<file path="src/rtl/conv_pkg.sv">
// Shared types and helpers for the 1-D convolution sequencing controller.
package conv_pkg;

    typedef enum logic [1:0] {
        S_LOAD,
        S_ISSUE,
        S_DRAIN,
        S_OUT
    } conv_state_t;

    // Number of valid (full-overlap) outputs per frame.
    function automatic int unsigned conv_nout(input int unsigned lenx, input int unsigned lenf);
        return lenx - lenf + 32'd1;
    endfunction

endpackage

</file>
<file path="src/rtl/conv_addr_gen.sv">
// Frame counters, memory/ROM address mux and the one-deep issue pipe that
// lines the accumulator strobes up with the 1-cycle read latency.
module conv_addr_gen
    import conv_pkg::*;
#(
    parameter int unsigned LENX  = 30,
    parameter int unsigned LENF  = 9,
    parameter int unsigned ADDRX = 5,
    parameter int unsigned ADDRF = 4
) (
    input  logic              clk,
    input  logic              reset,
    input  conv_state_t       state,
    input  logic              wr_acc,
    input  logic              y_xfer,
    output logic [ADDRX-1:0]  addr_x,
    output logic [ADDRF-1:0]  addr_f,
    output logic              en_acc,
    output logic              clr_acc,
    output logic              last_w,
    output logic              last_k,
    output logic              last_n
);

    localparam int unsigned       NOUT   = conv_nout(LENX, LENF);
    localparam logic [ADDRX-1:0]  W_LAST = ADDRX'(LENX - 1);
    localparam logic [ADDRF-1:0]  K_LAST = ADDRF'(LENF - 1);
    localparam logic [ADDRX-1:0]  N_LAST = ADDRX'(NOUT - 1);

    logic [ADDRX-1:0] wcnt;
    logic [ADDRX-1:0] n;
    logic [ADDRF-1:0] k;

    assign last_w = (wcnt == W_LAST);
    assign last_k = (k == K_LAST);
    assign last_n = (n == N_LAST);

    // k wraps to 0 on the last tap and n on the last output, so both are
    // already zero whenever a new output or a new frame begins.
    always_ff @(posedge clk) begin
        if (reset) begin
            wcnt    <= '0;
            n       <= '0;
            k       <= '0;
            en_acc  <= 1'b0;
            clr_acc <= 1'b0;
        end else begin
            en_acc  <= (state == S_ISSUE);
            clr_acc <= (state == S_ISSUE) && (k == '0);
            if (wr_acc) begin
                wcnt <= last_w ? '0 : wcnt + ADDRX'(1);
            end
            if (state == S_ISSUE) begin
                k <= last_k ? '0 : k + ADDRF'(1);
            end
            if (y_xfer) begin
                n <= last_n ? '0 : n + ADDRX'(1);
            end
        end
    end

    // n + k never exceeds LENX-1, so the sum fits ADDRX bits without wrap.
    always_comb begin
        addr_x = '0;
        addr_f = '0;
        case (state)
            S_LOAD: begin
                addr_x = wcnt;
            end
            S_ISSUE: begin
                addr_x = n + ADDRX'(k);
                addr_f = k;
            end
            default: begin
            end
        endcase
    end

endmodule

</file>
<file path="src/rtl/conv_seq_ctrl.sv">
// Sequencing controller for the 1-D convolution datapath: loads a frame of x,
// issues LENF taps per output, then holds each y until the sink accepts it.
module conv_seq_ctrl
    import conv_pkg::*;
#(
    parameter int unsigned LENX  = 30,
    parameter int unsigned LENF  = 9,
    parameter int unsigned ADDRX = 5,
    parameter int unsigned ADDRF = 4
) (
    input  logic              clk,
    input  logic              reset,
    input  logic              s_valid_x,
    output logic              s_ready_x,
    output logic              m_valid_y,
    input  logic              m_ready_y,
    output logic              wr_en_x,
    output logic [ADDRX-1:0]  addr_x,
    output logic [ADDRF-1:0]  addr_f,
    output logic              en_acc,
    output logic              clr_acc,
    output logic              frame_done
);

    conv_state_t      state;
    conv_state_t      state_nxt;
    logic             wr_acc;
    logic             y_xfer;
    logic             last_w;
    logic             last_k;
    logic             last_n;
    logic [ADDRX-1:0] gen_addr_x;
    logic [ADDRF-1:0] gen_addr_f;

    conv_addr_gen #(
        .LENX  (LENX),
        .LENF  (LENF),
        .ADDRX (ADDRX),
        .ADDRF (ADDRF)
    ) u_addr_gen (
        .clk     (clk),
        .reset   (reset),
        .state   (state),
        .wr_acc  (wr_acc),
        .y_xfer  (y_xfer),
        .addr_x  (gen_addr_x),
        .addr_f  (gen_addr_f),
        .en_acc  (en_acc),
        .clr_acc (clr_acc),
        .last_w  (last_w),
        .last_k  (last_k),
        .last_n  (last_n)
    );

    // frame_done is registered so no output depends on m_ready_y; it pulses
    // in the cycle after the final transfer, together with s_ready_x rising.
    always_ff @(posedge clk) begin
        if (reset) begin
            state      <= S_LOAD;
            frame_done <= 1'b0;
        end else begin
            state      <= state_nxt;
            frame_done <= y_xfer && last_n;
        end
    end

    // Handshake and address outputs are held at their idle values while reset is high.
    always_comb begin
        state_nxt = state;
        s_ready_x = 1'b0;
        wr_en_x   = 1'b0;
        m_valid_y = 1'b0;
        wr_acc    = 1'b0;
        y_xfer    = 1'b0;
        addr_x    = '0;
        addr_f    = '0;
        if (!reset) begin
            addr_x = gen_addr_x;
            addr_f = gen_addr_f;
            case (state)
                S_LOAD: begin
                    s_ready_x = 1'b1;
                    wr_en_x   = s_valid_x;
                    wr_acc    = s_valid_x;
                    if (s_valid_x && last_w) begin
                        state_nxt = S_ISSUE;
                    end
                end
                S_ISSUE: begin
                    if (last_k) begin
                        state_nxt = S_DRAIN;
                    end
                end
                S_DRAIN: begin
                    state_nxt = S_OUT;
                end
                S_OUT: begin
                    m_valid_y = 1'b1;
                    y_xfer    = m_ready_y;
                    if (m_ready_y) begin
                        state_nxt = last_n ? S_LOAD : S_ISSUE;
                    end
                end
                default: begin
                    state_nxt = S_LOAD;
                end
            endcase
        end
    end

endmodule

</file>
<file path="config.mk">
export PLATFORM = sky130hd
export DESIGN_NAME = conv_seq_ctrl
export DESIGN_NICKNAME = d
export VERILOG_FILES = /design/src/rtl/conv_pkg.sv /design/src/rtl/conv_addr_gen.sv /design/src/rtl/conv_seq_ctrl.sv
export SDC_FILE = /design/constraint.sdc
export NUM_CORES = 1
export LEC_CHECK = 0
export ABC_AREA = 1
export CORE_MARGIN = 1
export CORE_UTILIZATION = 45
export DETAILED_ROUTE_END_ITERATION = 8
export PLACE_DENSITY = 0.8
export SLEW_MARGIN = 20
export SYNTH_ARGS = -nofsm -noshare
export SYNTH_HDL_FRONTEND = slang
export SYNTH_SLANG_ARGS = --single-unit
</file>
<file path="constraint.sdc">
create_clock -name clk -period 2.1 [get_ports clk]
set_input_delay 0.42 -clock clk [delete_from_list [all_inputs] [get_ports clk]]
set_output_delay 0.42 -clock clk [all_outputs]
set_load 0.01 [all_outputs]
</file>
==> results.md <==
* Average size of a mapped cell at 7.522 um^2
* Synth warn at 0
* Most frequent cells in the layout: nand2_1, inv_1, buf_4, nor2_1, dfxtp_1
* Root Driver: clkbuf_4
* Final max-slew violation count at 0
* Worst reg2reg path depth at 9
* Grt ovf at 0
* Critical Path Fanout Max at 2
* Clock tree buffer depth at 2
* Fin area at 0.001694 mm^2
* Period utilisation layout at 102.6%
* Post-synth EDFFs at 0
* Layout net count at 230
* Clock Latency Late Sink at 300 ps
* Port Buffer Count at 18
* Arr. time, crit path at 1730 ps
* Max-Cap Viols at 0
* Async set-or-reset flop fraction in the synthesized netlist at 0%
* Share of the synthesized area in the top cell type at 29.92%
* Layout fillers at 218
* Reg-to-reg critical path startpoint: state[0]
* Die area at 0.003042 mm^2
* Clock Pin Slew Worst Setup and Hold Paths at 110 ps
* Cell area after synthesis at 0.001271 mm^2
* Post-DP HPWL at 2396 um
* Site Rows at 18
* First-pass GRT wire length at 4754 um
* Pin count of the biggest net entering global routing at 12
* Vias in the first global route at 1094
* Leak pwr at 0.7932 nW
* Max-slew headroom at 82.71%
* Chip height at 55.15 um
* Worst Max-Slew Pin Slew at 259.4 ps
* # H-tree levels at 1
* Final setup skew at 3.702 ps
* Unrepaired setup endpoints after global routing: true
* WL per Instance at 12.80 um
* Area delta synth->final at 33.27%
* Power per Cell Area at 735.7 mW/mm^2
* Type of the worst min-delay path: flip-flop to flip-flop
* Synthesized Nets at 187
* Critical path type: flip-flop to primary output
* Clock tree from TritonCTS: built
* GRT Overall Usage at 22.68%
* Final setup violating endpoints at 2
* Clock period minus worst slack at 2154 ps
* IO Count at 19
* Cell variety after synth at 30
* Post-placement cell area at 0.001613 mm^2
* Most used DFF post-synth: dfxtp_1
* Total Wirelength at 3086 um
* Vias per cell at 5.162
* Status: finished with violations
* Worst Hold Depth at 2
* TNS Setup at -97.88 ps
* Clock sinks at 19
* Crit path capture type: primary output
* Antenna Violating Nets Remaining at 0
* DRC viols at 0
* Ranking of synthesized cells by area: dfxtp_1, ha_1, nand2_1, inv_1, nor2_1
* Register area share after synthesis at 29.92%
* Num CTS Buffers at 3
* Peak supply drop at 0.6500 mV
* Final hold violation count at 0
* Yosys reg bits at 19
* GPL Wtd Cong at 0.8022
* Die Width at 55.15 um
* Vias post-DR at 1244
* Required @ worst endpoint at 1680 ps
* Startpoint types: flip-flop
* Initial DRC Count at 31
* Ant. Diodes at 0
* Most common cell after layout, fill and taps aside: nand2_1
* Failing checks: setup timing
* Layout cell share with drive strength beyond 1 at 32.70%
* Fmax at 464.3 MHz
* Pre-antenna DRT Iters at 4
* CP startpoint: u_addr_gen.k[0]
* Initial Util at 49.51%
* Cell taking the most area after synthesis: dfxtp_1
* Min-Delay Startpoint: state[0]
* Syn Inst Count at 169
* Initial antenna violation count at 0
* CORE AREA at 0.002567 mm^2
* Setup WS post-layout at -53.85 ps
## logic make-up after synthesis
| logic type | share of synthesized area (%) |
|---|---|
| xor+xnor | 3.445 |
| flops | 29.92 |
| compound gates | 10.63 |
| buf+inv | 10.53 |
| fa+ha+maj | 14.37 |
| simple gates | 31.10 |
## cells in the mapped netlist (2+ instances only)
cell      count
nor3b_2       3
nand3_1       7
o21ai_0       6
dfxtp_1      19
a211oi_1      2
nand2_2       3
nor2_4        2
a21oi_1      11
nor2_1       19
ha_1         13
inv_2         3
nand2_1      31
o21ai_1       3
inv_1        25
xor2_1        5
nor3_1        2
o22ai_1       2
## cell type report
class	instances	area [um^2]	area share, %
timing repair buffer	39	296.5	17.50
tap	30	37.54	2.216
multi-input combinational	119	818.3	48.30
clock inverter	1	5.005	0.2954
clock buffer	3	22.52	1.329
sequential	19	391.6	23.12
inverter	30	122.6	7.238
## worst max-delay path: stages, from the launching register on
cell	delay (ps)
dfxtp_2	370
ha_4	140
inv_2	30
fa_2	330
inv_2	70
nand3_2	60
nand2_2	80
a21oi_2	50
o21ai_1	80
nand2_1	70
buf_2	140
## report_power, final
part	switching (mW)	total, mW	internal [mW]
combinational	0.328	0.595	0.267
clock	0.123	0.194	0.0711
sequential	0.0436	0.458	0.415
total	0.494	1.25	0.753
## per-stage QoR
stage / setup WS [ps] / total power [mW] / hold slack (ps) / utilization, % / cells
after CTS: -126.2 / 1.209 / 532.0 / 64.33 / 238
after floorplan: 248.6 / 0.7860 / 485.0 / - / 169
after detailed placement: -316.8 / 1.018 / 528.6 / 62.82 / 234
after global placement: -259.7 / 0.9898 / 503.5 / 62.82 / 234
final: -53.85 / 1.246 / 519.9 / 65.98 / 241
after global routing: -161.0 / 1.331 / 541.5 / 65.98 / 241
## routing by layer
metal  GRT usage (%)  share of wire (%)  up-vias
li1                -                  -      624
met1           26.36                 42      576
met2           41.97                 52       42
met3           6.011                5.7        2
met4           3.333               0.32        0
met5               0                  0        -
## registers in the layout, indices dropped and copies added (netlist names)
name / count
frame_done: 1
u_addr_gen.en_acc: 1
u_addr_gen.k: 4
state: 2
u_addr_gen.clr_acc: 1
u_addr_gen.wcnt: 5
u_addr_gen.n: 5
## path summary, 6_finish.rpt
check | end | slack [ps]
hold / removal | state[0] | 520
setup / recovery | addr_x[4] | -50
hold reg to reg | state[0] | 520
setup reg to reg | u_addr_gen.wcnt[2] | 530
## what timing repair did
item	in CTS	in global routing
pin swaps	5	5
resized for setup	37	17
hold buffers	0	0
endpoints found under the setup margin	12	7
buffers inserted	0	3
(Power assumes the default switching activity.)
